[src/rtl/pd_input_arbiter.sv]
// Two-source packet arbiter feeding the pd pipeline register; round-robin per packet, grant locked until last.
// Optional per-packet beat watchdog enabled by defining PD_ARB_WATCHDOG_EN.
module pd_input_arbiter #(
   parameter int DATA_W        = 512,
   parameter int DK_W          = 64,
   parameter int MAX_PKT_BEATS = 1024
) (
   input  logic              clk,
   input  logic              rst,
   input  logic              req0_valid,
   input  logic [DATA_W-1:0] req0_data,
   input  logic [DK_W-1:0]   req0_dk,
   input  logic              req0_last,
   output logic              req0_ready,
   input  logic              req1_valid,
   input  logic [DATA_W-1:0] req1_data,
   input  logic [DK_W-1:0]   req1_dk,
   input  logic              req1_last,
   output logic              req1_ready,
   input  logic              pd_ready,
   output logic [DATA_W-1:0] pd_data_in,
   output logic [DK_W-1:0]   pd_dk_in,
   output logic              hld_pd,
   output logic              pd_valid,
   output logic [1:0]        gnt,
   output logic              wdog_err
);

   // state   | meaning
   // ST_IDLE | no packet owns the pd register; arbitrate on valid
   // ST_GNT0 | source 0 owns the register until its last beat is accepted
   // ST_GNT1 | source 1 owns the register until its last beat is accepted
   typedef enum logic [1:0] {
      ST_IDLE = 2'd0,
      ST_GNT0 = 2'd1,
      ST_GNT1 = 2'd2
   } state_t;

   state_t state;
   logic   rr_ptr;
   logic   accept0;
   logic   accept1;
   logic   accept;
   logic   accept_last;

   assign hld_pd      = pd_valid & ~pd_ready;
   assign req0_ready  = gnt[0] & ~hld_pd;
   assign req1_ready  = gnt[1] & ~hld_pd;
   assign accept0     = req0_valid & req0_ready;
   assign accept1     = req1_valid & req1_ready;
   assign accept      = accept0 | accept1;
   assign accept_last = (accept0 & req0_last) | (accept1 & req1_last);

   // Idle loads a zero bus; it is a bubble because pd_valid stays low.
   always_comb begin
      pd_data_in = '0;
      pd_dk_in   = '0;
      if (gnt[0]) begin
         pd_data_in = req0_data;
         pd_dk_in   = req0_dk;
      end else if (gnt[1]) begin
         pd_data_in = req1_data;
         pd_dk_in   = req1_dk;
      end
   end

   always_ff @(posedge clk or negedge rst) begin
      if (!rst) begin
         pd_valid <= 1'b0;
      end else if (!hld_pd) begin
         pd_valid <= accept;
      end
   end

`ifdef PD_ARB_WATCHDOG_EN
   localparam int CNT_W = $clog2(MAX_PKT_BEATS + 1);
   localparam logic [CNT_W-1:0] CNT_LAST = CNT_W'(MAX_PKT_BEATS - 1);

   logic [CNT_W-1:0] beat_cnt;
   logic             wdog_hit;

   // Fires on the accept that completes MAX_PKT_BEATS beats without a last flag.
   assign wdog_hit = accept & ~accept_last & (beat_cnt == CNT_LAST);

   always_ff @(posedge clk or negedge rst) begin
      if (!rst) begin
         state    <= ST_IDLE;
         gnt      <= 2'b00;
         rr_ptr   <= 1'b0;
         beat_cnt <= '0;
         wdog_err <= 1'b0;
      end else begin
         wdog_err <= 1'b0;
         case (state)
            ST_IDLE: begin
               beat_cnt <= '0;
               if (req0_valid && (!req1_valid || !rr_ptr)) begin
                  state <= ST_GNT0;
                  gnt   <= 2'b01;
               end else if (req1_valid) begin
                  state <= ST_GNT1;
                  gnt   <= 2'b10;
               end
            end
            ST_GNT0, ST_GNT1: begin
               if (accept) begin
                  beat_cnt <= beat_cnt + CNT_W'(1);
               end
               if (accept_last || wdog_hit) begin
                  state    <= ST_IDLE;
                  gnt      <= 2'b00;
                  rr_ptr   <= (state == ST_GNT0);
                  wdog_err <= wdog_hit;
               end
            end
            default: begin
               state <= ST_IDLE;
               gnt   <= 2'b00;
            end
         endcase
      end
   end
`else
   always_ff @(posedge clk or negedge rst) begin
      if (!rst) begin
         state  <= ST_IDLE;
         gnt    <= 2'b00;
         rr_ptr <= 1'b0;
      end else begin
         case (state)
            ST_IDLE: begin
               if (req0_valid && (!req1_valid || !rr_ptr)) begin
                  state <= ST_GNT0;
                  gnt   <= 2'b01;
               end else if (req1_valid) begin
                  state <= ST_GNT1;
                  gnt   <= 2'b10;
               end
            end
            ST_GNT0, ST_GNT1: begin
               if (accept_last) begin
                  state  <= ST_IDLE;
                  gnt    <= 2'b00;
                  rr_ptr <= (state == ST_GNT0);
               end
            end
            default: begin
               state <= ST_IDLE;
               gnt   <= 2'b00;
            end
         endcase
      end
   end

   assign wdog_err = 1'b0;
`endif

endmodule
[config.mk]
export PLATFORM = sky130hd
export DESIGN_NAME = pd_input_arbiter
export DESIGN_NICKNAME = d
export VERILOG_FILES = /design/src/rtl/pd_input_arbiter.sv
export SDC_FILE = /design/constraint.sdc
export NUM_CORES = 1
export LEC_CHECK = 0
export BUFFER_PORTS_ARGS = -buffer_cell sky130_fd_sc_hd__buf_2
export CAP_MARGIN = 20
export CORE_AREA = 2 2 676 678
export CTS_CLUSTER_DIAMETER = 80
export DETAILED_ROUTE_END_ITERATION = 8
export DIE_AREA = 0 0 678 680
export PLACE_DENSITY_LB_ADDON = 0.1
export SLEW_MARGIN = 25
export SYNTH_ARGS = -nofsm -noshare
export SYNTH_HDL_FRONTEND = slang
export SYNTH_SLANG_ARGS = --single-unit
[constraint.sdc]
create_clock -name clk -period 2.22 [get_ports clk]
set_input_delay 0.222 -clock clk [delete_from_list [all_inputs] [get_ports clk]]
set_output_delay 0.222 -clock clk [all_outputs]
set_load 0.02 [all_outputs]
==> results of run 1 <==
==> cells by family after synthesis <==
| kind of cell | after synthesis | share of synthesized area |
|---|---|---|
| AO/OA/AOI/OAI | 583 | 0.855 |
| adder cells (fa/ha/maj) | 2 | 0.00419 |
| buffers and inverters | 132 | 0.110 |
| flip-flops | 4 | 0.0168 |
| multiplexers | 1 | 0.00189 |
| other | 1 | 0.000628 |
| AND/OR/NAND/NOR | 11 | 0.0111 |
==> worst paths after layout <==
| check | slack, ns | to | startpoint |
|---|---|---|---|
| min in group asynchronous | 0.54 | state[1] | rst |
| min reg2reg | 0.51 | rr_ptr | rr_ptr |
| max reg2reg | 0.36 | rr_ptr | state[0] |
| min | 0.34 | state[1] | req1_valid |
| max | 0.03 | pd_data_in[94] | state[0] |
| max in group asynchronous | 1.53 | state[0] | rst |
==> power breakdown <==
part / internal (mW) / switching, mW / leakage, nW
sequential: 0.112 / 0.0490 / 0.0498
clock: 0.238 / 0.0558 / 0.0399
combinational: 9.98 / 17.0 / 10.8
total: 10.3 / 17.1 / 10.9
==> registers in the layout, indices dropped and copies added, names as in the netlist <==
register	cells
state	2
pd_valid	1
rr_ptr	1
==> metal layers <==
metal / global-route usage / part of all wire / vias to the layer above
met5: 0 / 0.0088 / -
met4: 0.00944 / 0.020 / 446
met3: 0.136 / 0.20 / 1070
met2: 0.243 / 0.46 / 1985
met1: 0.129 / 0.31 / 8330
li1: - / - / 7017
==> placed cells by master (no fill, tap or decap), types with 3 or more instances in the layout <==
cell type	n
a22o_1	495
buf_16	20
buf_12	62
clkbuf_16	9
buf_6	40
a22o_4	66
buf_2	1578
nor2_1	4
diode_2	274
buf_4	96
dfrtp_1	3
a22o_2	15
clkbuf_4	18
==> critical path: stages (launching register included) <==
cell and delay (ns):
dfrtp_4 0.54, buf_4 0.20, buf_16 0.19, buf_16 0.20
a22o_4 0.35, buf_12 0.17
==> timing repair <==
action,CTS,global route
gates resized for setup,211,96
cloned,10,6
endpoints found under the setup margin,294,218
hold endpoints to repair,4,0
hold buffers,1,0
setup buffers,11,2
pin swaps,5,12
==> layout make-up <==
class | instances | area [um^2]
fill | 54200 | 429000
timing repair buffer | 1825 | 11300
antenna | 274 | 686
clock buffer | 4 | 78.8
sequential | 4 | 104
multi-input combinational | 598 | 5810
inverter | 3 | 11.3
tap | 6000 | 7510
==> per-stage QoR <==
step	total power [mW]	hold slack [ns]
CTS	27.4	0.340
detailed placement	25.0	0.0616
global route	28.5	0.348
finish	27.4	0.338
global placement	25.2	0.0617
floorplan	11.6	-0.0736
==> flow_summary_export.csv, run 1 <==
group,metric,value,unit
timing,hold_violations,0,
worst_setup_path,cp_max_fo,41,
clock_tree,htreeDepth,1,
place,placed_cells_incl_taps,8400,
place,pre_cts_slack,-0.611,ns
worst_setup_path,critPathCaptureType,"primary output",
layout,final_core_util,0.0560,
worst_setup_path,r2r.worst_path.cells,5,
worst_setup_path,cp.arrival,1.97,ns
clock_tree,clockRootBuffer,"clkbuf_16",
flow_run,cap_violations,0,
die,fp.coreArea,454000,um^2
detailed_routing,wire_per_inst,40.0,um
synth,syn_nets,1895,
clock_tree,cts.sinks,4,
synth,synthTopCellsByCount,"a22o_1, buf_2, clkbuf_1, dfrtp_1, nor2_1",
timing,setup_tns,0,ns
die,dieArea,461000,um^2
synth,ys_types,22,
detailed_routing,drtIter0Drc,1413,
clock_tree,clk_latency,0.23,ns
synth,synth_area_leaders,"a22o_1, buf_2, dfrtp_1",
grt,grt_pass1_wl,383000,um
layout,synthToLayoutAreaGrowth,326,%
die,pin_count,1742,
detailed_routing,wl,348000,um
place,hpwl,330000,um
timing,drv_slew,0,
grt,grt_pass1_vias,16600,
detailed_routing,vias_per_cell,2.16,
synth,synth_edf_count,0,
layout,nNetsFinal,3596,
clock_tree,clk_pin_slew_worst_paths,0.03,ns
timing,finalCritPeriodShare,0.989,
synth,syn_inst,734,
grt,grt_max_degree,79,
grt,grt_overflow,0,
worst_setup_path,critical_path_class,"reg2out",
synth,yosysSeqAreaShare,0.0168,
timing,worstMarginPinSlew,0.549,ns
timing,finalSetupViolations,0,
place,placed_cell_area,22900,um^2
clock_tree,ctsLongestPathBuffers,2,
worst_setup_path,cp-start-kind,"register",
timing,skew,0.000670,ns
synth,synthArstFlopShare,1.00,
power,p_per_area,1080,nW/um^2
outcome,status,"complete, no violations",
die,die_h,680,um
synth,synth.avg_cell_area,8.13,um^2
timing,max_freq,456,MHz
die,initial_core_util,0.0131,
synth,ys.flop_type,"dfrtp_1",
layout,layoutNonFillerInstCount,8708,
timing,rsz0062_at_grt,"yes",
timing,final.min_clock_period,2.19,ns
power,p_leak,10.9,nW
layout,drive_gt1_frac,0.786,
die,die_w,678,um
grt,antenna_found_initial,619,
synth,yosysWarnings,0,
worst_setup_path,critPathRequiredTime,2.00,ns
synth,post-synth-top-count-cell,"a22o_1",
synth,synth_area,5970,um^2
worst_hold_path,hold_class,"in2reg",
grt,grt_usage,0.143,
layout,fin_area,25400,um^2
timing,timing.final.ws_setup,0.0251,ns
die,rows,248,
clock_tree,cts_tree,"built",
detailed_routing,drtAntennaViolNets,0,
detailed_routing,drc,0,
synth,synth_top_cell_by_area,"a22o_1",
place,place_congestion,0.961,
detailed_routing,dr.pass1.iters,5,
detailed_routing,vias,18800,
power,ir_worst_vdd,0.455,mV
synth,ys_ff_latch,4,
timing,relSlewSlack,0.634,
place,io_buffers,1740,
clock_tree,cts_buffers,3,
synth,synth_top_area_share,0.845,
worst_hold_path,min_path_cells,3,
(Power assumes the default switching activity.)
==> run 2: changes to the inputs <==
--- a/config.mk
+++ b/config.mk
@@ -7,10 +7,12 @@
 export LEC_CHECK = 0
 export BUFFER_PORTS_ARGS = -buffer_cell sky130_fd_sc_hd__buf_2
 export CAP_MARGIN = 20
-export CORE_AREA = 2 2 676 678
+export CELL_PAD_IN_SITES_DETAIL_PLACEMENT = 0
+export CELL_PAD_IN_SITES_GLOBAL_PLACEMENT = 1
+export CORE_AREA = 2 2 671 673
 export CTS_CLUSTER_DIAMETER = 80
 export DETAILED_ROUTE_END_ITERATION = 8
-export DIE_AREA = 0 0 678 680
+export DIE_AREA = 0 0 673 675
 export PLACE_DENSITY_LB_ADDON = 0.1
 export SLEW_MARGIN = 25
 export SYNTH_ARGS = -nofsm -noshare
==> flow_summary_export.csv, run 2 (synthesized netlist as in run 1, its figures left out) <==
group,metric,value,unit
outcome,status,"complete, but fails checks",
outcome,violations,"negative setup slack",
grt,antenna_found_initial,536,
layout,top_register,"state",
die,rows,246,
timing,finalSetupViolations,2,
timing,final.min_clock_period,2.22,ns
worst_hold_path,hold_class,"in2reg",
detailed_routing,drtAntennaViolNets,0,
place,hpwl,307000,um
power,total_power,25.9,mW
layout,regArea,104,um^2
flow_run,cap_violations,0,
detailed_routing,dr.pass1.iters,5,
worst_setup_path,cp_max_fo,21,
power,p_sw,16.6,mW
clock_tree,clockRootBuffer,"clkbuf_16",
place,io_buffers,1740,
layout,drive_gt1_frac,0.775,
clock_tree,clk_latency,0.22,ns
clock_tree,cts.sinks,4,
worst_setup_path,crit_start,"state[0]",
layout,multi_input_area,5440,um^2
grt,grt_usage,0.135,
detailed_routing,drtIter0Drc,1271,
layout,largest_reg_flops,2,
detailed_routing,drc,0,
timing,setup_tns,-0.00658,ns
worst_setup_path,crit_path_end,"pd_data_in[212]",
die,dieArea,454000,um^2
clock_tree,ctsLongestPathBuffers,2,
die,pin_count,1742,
grt,grt_pass1_wl,359000,um
worst_setup_path,critPathCaptureType,"primary output",
detailed_routing,vias,18500,
power,clkPwrFrac,0.011,
die,die_w,673,um
grt,grt_max_degree,60,
die,initial_core_util,0.0133,
worst_setup_path,path_cells,"nor2_8, buf_12, buf_16, a22o_1, buf_2",
timing,timing.final.ws_setup,-0.00441,ns
layout,synthToLayoutAreaGrowth,310,%
detailed_routing,wl,324000,um
layout,final_cell_mix,"buf_2, a22o_1, buf_4",
worst_setup_path,cp-start-kind,"register",
worst_setup_path,reg2reg_to,"rr_ptr",
layout,nNetsFinal,3598,
power,p_int,9.28,mW
worst_setup_path,critical_path_class,"reg2out",
power,ir_worst_vdd,0.398,mV
layout,final_core_util,0.0548,
die,die_h,675,um
layout,reg.largest.list,"state (2), pd_valid (1), rr_ptr (1)",
worst_setup_path,cp.arrival,2.00,ns
layout,nFillCells,53400,
power,p_leak,10.6,nW
grt,grt_overflow,0,
power,pwr-share-seq,0.006,
power,switching_share,0.642,
timing,hold_violations,0,
power,p_per_area,1060,nW/um^2
clock_tree,clk_pin_slew_worst_paths,0.03,ns
layout,final_common_cell,"buf_2",
detailed_routing,wire_per_inst,37.4,um
grt,grt_pass1_vias,16600,
worst_setup_path,r2r.worst_path.cells,5,
clock_tree,cts_buffers,3,
timing,rsz0062_at_grt,"yes",
die,fp.coreArea,447000,um^2
timing,finalCritPeriodShare,1.00,
worst_setup_path,worstReg2RegStart,"state[0]",
worst_setup_path,r2r_setup_slack,0.25,ns
timing,skew,0.000599,ns
worst_setup_path,slowest_stage,"dfrtp_4",
worst_setup_path,cpPeakStageDelay,0.52,ns
place,place_congestion,0.937,
clock_tree,cts_tree,"built",
timing,max_freq,450,MHz
clock_tree,htreeDepth,1,
timing,drv_slew,0,
detailed_routing,vias_per_cell,2.13,
power,p_comb_frac,0.983,
worst_setup_path,critPathRequiredTime,2.00,ns
## run 2: worst max-delay path: cells and delay by family, from the launching register on
kind / cells / cell delay, ns
compound gates: 1 / 0.30
flops: 1 / 0.52
buf+inv: 3 / 0.68
simple gates: 1 / 0.13
## run 2: per-stage QoR
step	instance area (um^2)	instances	worst slack [ns]	hold slack [ns]
3_5_place_dp	22800	8365	-0.0790	0.0488
6_report	24500	8680	-0.00441	0.366
4_1_cts	23500	8382	-0.0448	0.357
5_1_grt	23900	8442	-0.0460	0.379
2_1_floorplan	5970	734	0.305	-0.0736
3_3_place_gp	22800	8365	-0.0640	0.0536
## run 2: cell type report
| type | instances | share of cell area |
|---|---|---|
| inverters | 3 | 0.000562 |
| well taps | 5952 | 0.304 |
| repair buffers | 1827 | 0.436 |
| multi-input cells | 598 | 0.222 |
| flip-flops and latches | 4 | 0.00424 |
| clock buffers | 4 | 0.00322 |
| diodes | 292 | 0.0298 |
## run 2: what timing repair did
item	4_1_cts	5_1_grt
setup endpoints to repair	122	139
hold buffers	1	0
buffers inserted	8	2
gates resized for setup	120	48
endpoints found under the hold margin	4	0
pin swaps	0	3
cloned	4	5
## run 2: how the worst min path moves through the flow
stage	start	endpoint	slack [ns]	cells after the start
after floorplan	rst	pd_valid	-0.07	0
after global placement	rst	pd_valid	0.05	1
after detailed placement	rst	pd_valid	0.05	1
after CTS	req1_valid	pd_valid	0.36	2
after global routing	req1_valid	pd_valid	0.38	2
final	req1_valid	pd_valid	0.37	2
## run 2: metal layers
metal,up-vias,global-route usage,wire [um]
li1,7019,-,-
met1,8328,0.132,108000
met2,1852,0.232,152000
met3,984,0.0946,50100
met4,300,0.0311,12300
met5,-,0,2040
## run 2: power by group through the flow
stage / Clock, mW / Sequential (mW) / Combinational, mW
2_1_floorplan: 0 / 0.158 / 11.4
3_3_place_gp: 0 / 0.155 / 24.9
3_5_place_dp: 0 / 0.153 / 24.6
4_1_cts: 0.297 / 0.156 / 25.7
5_1_grt: 0.305 / 0.159 / 26.6
6_report: 0.291 / 0.154 / 25.4
==> run 3: changes to the inputs <==
--- a/config.mk
+++ b/config.mk
@@ -10,6 +10,7 @@
 export CELL_PAD_IN_SITES_DETAIL_PLACEMENT = 0
 export CELL_PAD_IN_SITES_GLOBAL_PLACEMENT = 1
 export CORE_AREA = 2 2 671 673
+export CTS_BUF_LIST = sky130_fd_sc_hd__clkbuf_8 sky130_fd_sc_hd__clkbuf_16
 export CTS_CLUSTER_DIAMETER = 80
 export DETAILED_ROUTE_END_ITERATION = 8
 export DIE_AREA = 0 0 673 675
==> flow_summary_export.csv, run 3 (synthesized netlist as in run 1, its figures left out) <==
group,metric,value,unit
worst_setup_path,reg2reg_to,"rr_ptr",
worst_setup_path,cp.arrival,2.01,ns
timing,skew,0.000453,ns
layout,top_register,"state",
worst_setup_path,critPathRequiredTime,2.00,ns
layout,nFillCells,53400,
worst_setup_path,crit_start,"state[0]",
grt,grt_overflow,0,
place,placed_cells_incl_taps,8365,
layout,final_common_cell,"buf_2",
clock_tree,cts.sinks,4,
timing,drv_slew,0,
timing,finalCritPeriodShare,1.01,
die,rows,246,
layout,drive_gt1_frac,0.775,
detailed_routing,dr.pass1.iters,4,
worst_setup_path,critPathCaptureType,"primary output",
grt,grt_max_degree,60,
timing,hold_violations,0,
die,pin_count,1742,
power,ir_worst_vdd,0.397,mV
worst_setup_path,critical_path_class,"reg2out",
clock_tree,cts_buffers,3,
clock_tree,ctsLongestPathBuffers,2,
worst_setup_path,crit_cells,5,
worst_setup_path,crit_path_end,"pd_data_in[212]",
worst_setup_path,worstReg2RegStart,"state[0]",
grt,grt_usage,0.135,
layout,multi_input_area,5430,um^2
worst_setup_path,r2r.worst_path.cells,5,
layout,layoutNonFillerInstCount,8695,
layout,synthToLayoutAreaGrowth,311,%
grt,grt_pass1_vias,16600,
outcome,status,"complete, but fails checks",
detailed_routing,vias_per_cell,2.11,
grt,grt_pass1_wl,359000,um
place,placed_cell_area,22800,um^2
timing,max_freq,447,MHz
worst_setup_path,worst-path-buf-inv,3,
layout,largest_reg_flops,2,
timing,finalSetupViolations,3,
detailed_routing,drc,0,
clock_tree,clockRootBuffer,"clkbuf_16",
outcome,violations,"negative setup slack",
clock_tree,clk_pin_slew_worst_paths,0.03,ns
worst_setup_path,path_cells,"nor2_8, buf_12, buf_16, a22o_1, buf_2",
clock_tree,cts_tree,"built",
grt,antenna_found_initial,536,
die,initial_core_util,0.0133,
power,total_power,25.9,mW
worst_setup_path,critPathTopFamily,"buffers and inverters",
layout,fin_area,24500,um^2
place,hpwl,307000,um
detailed_routing,drtIter0Drc,1302,
layout,nNetsFinal,3599,
die,dieArea,454000,um^2
timing,timing.final.ws_setup,-0.0162,ns
detailed_routing,vias,18400,
die,die_h,675,um
die,fp.coreArea,447000,um^2
layout,final_core_util,0.0549,
layout,regArea,104,um^2
detailed_routing,wl,324000,um
die,die_w,673,um
timing,hold_ws,0.365,ns
power,p_per_area,1060,nW/um^2
worst_setup_path,cpPeakStageDelay,0.52,ns
worst_setup_path,slowest_stage,"dfrtp_4",
detailed_routing,drtAntennaViolNets,0,
timing,rsz0062_at_grt,"yes",
worst_setup_path,r2r_setup_slack,0.25,ns
layout,reg.largest.list,"state (2), pd_valid (1), rr_ptr (1)",
timing,final.min_clock_period,2.24,ns
place,io_buffers,1740,
clock_tree,clk_latency,0.22,ns
power,p_leak,10.6,nW
layout,final_cell_mix,"buf_2, a22o_1, buf_4",
detailed_routing,wire_per_inst,37.3,um
worst_setup_path,cp_max_fo,21,
flow_run,cap_violations,0,
worst_setup_path,cp-start-kind,"register",
clock_tree,htreeDepth,1,
place,place_congestion,0.937,
worst_hold_path,hold_class,"in2reg",
## run 3: cell count changes in the layout (fill, tap and decap cells not counted), sizes merged
cell   delta
inv       +1
diode    +14
## run 3: how the worst min path moves through the flow
stage / from / to / slack [ns] / cells after the start
2_1_floorplan: rst / pd_valid / -0.07 / 0
3_3_place_gp: rst / pd_valid / 0.05 / 1
3_5_place_dp: rst / pd_valid / 0.05 / 1
4_1_cts: req1_valid / pd_valid / 0.36 / 2
5_1_grt: req1_valid / pd_valid / 0.38 / 2
6_report: req1_valid / pd_valid / 0.37 / 2
## run 3: layout make-up
cell class                 count  area share
tap                         5952       0.304
clock buffer                   3     0.00306
multi-input combinational    598       0.221
clock inverter                 1    0.000153
antenna                      306      0.0312
timing repair buffer        1828       0.436
sequential                     4     0.00423
inverter                       3    0.000561
## run 3: per-layer routing
layer,global-route usage,part of all wire
met4,0.0311,0.038
met5,0,0.0062
met2,0.232,0.47
met1,0.132,0.33
met3,0.0946,0.15
## run 3: where the power goes
part           switching [mW]  internal [mW]  leakage, nW
registers              0.0414          0.112       0.0498
logic                    16.5           8.94         10.5
clock network          0.0524          0.233       0.0442
## run 3: timing repair
action,4_1_cts,5_1_grt
gates cloned,4,6
setup endpoints to repair,122,139
pin swaps,0,3
gates resized for setup,121,44
hold buffers,1,0
setup buffers,8,2
endpoints found under the hold margin,4,0
## run 3: metrics by stage
step / setup slack (ns) / TNS [ns]
finish: -0.0162 / -0.0177
global route: -0.0464 / -0.948
CTS: -0.0450 / -0.419
detailed placement: -0.0790 / -0.194
global placement: -0.0640 / -0.167
floorplan: 0.305 / 0
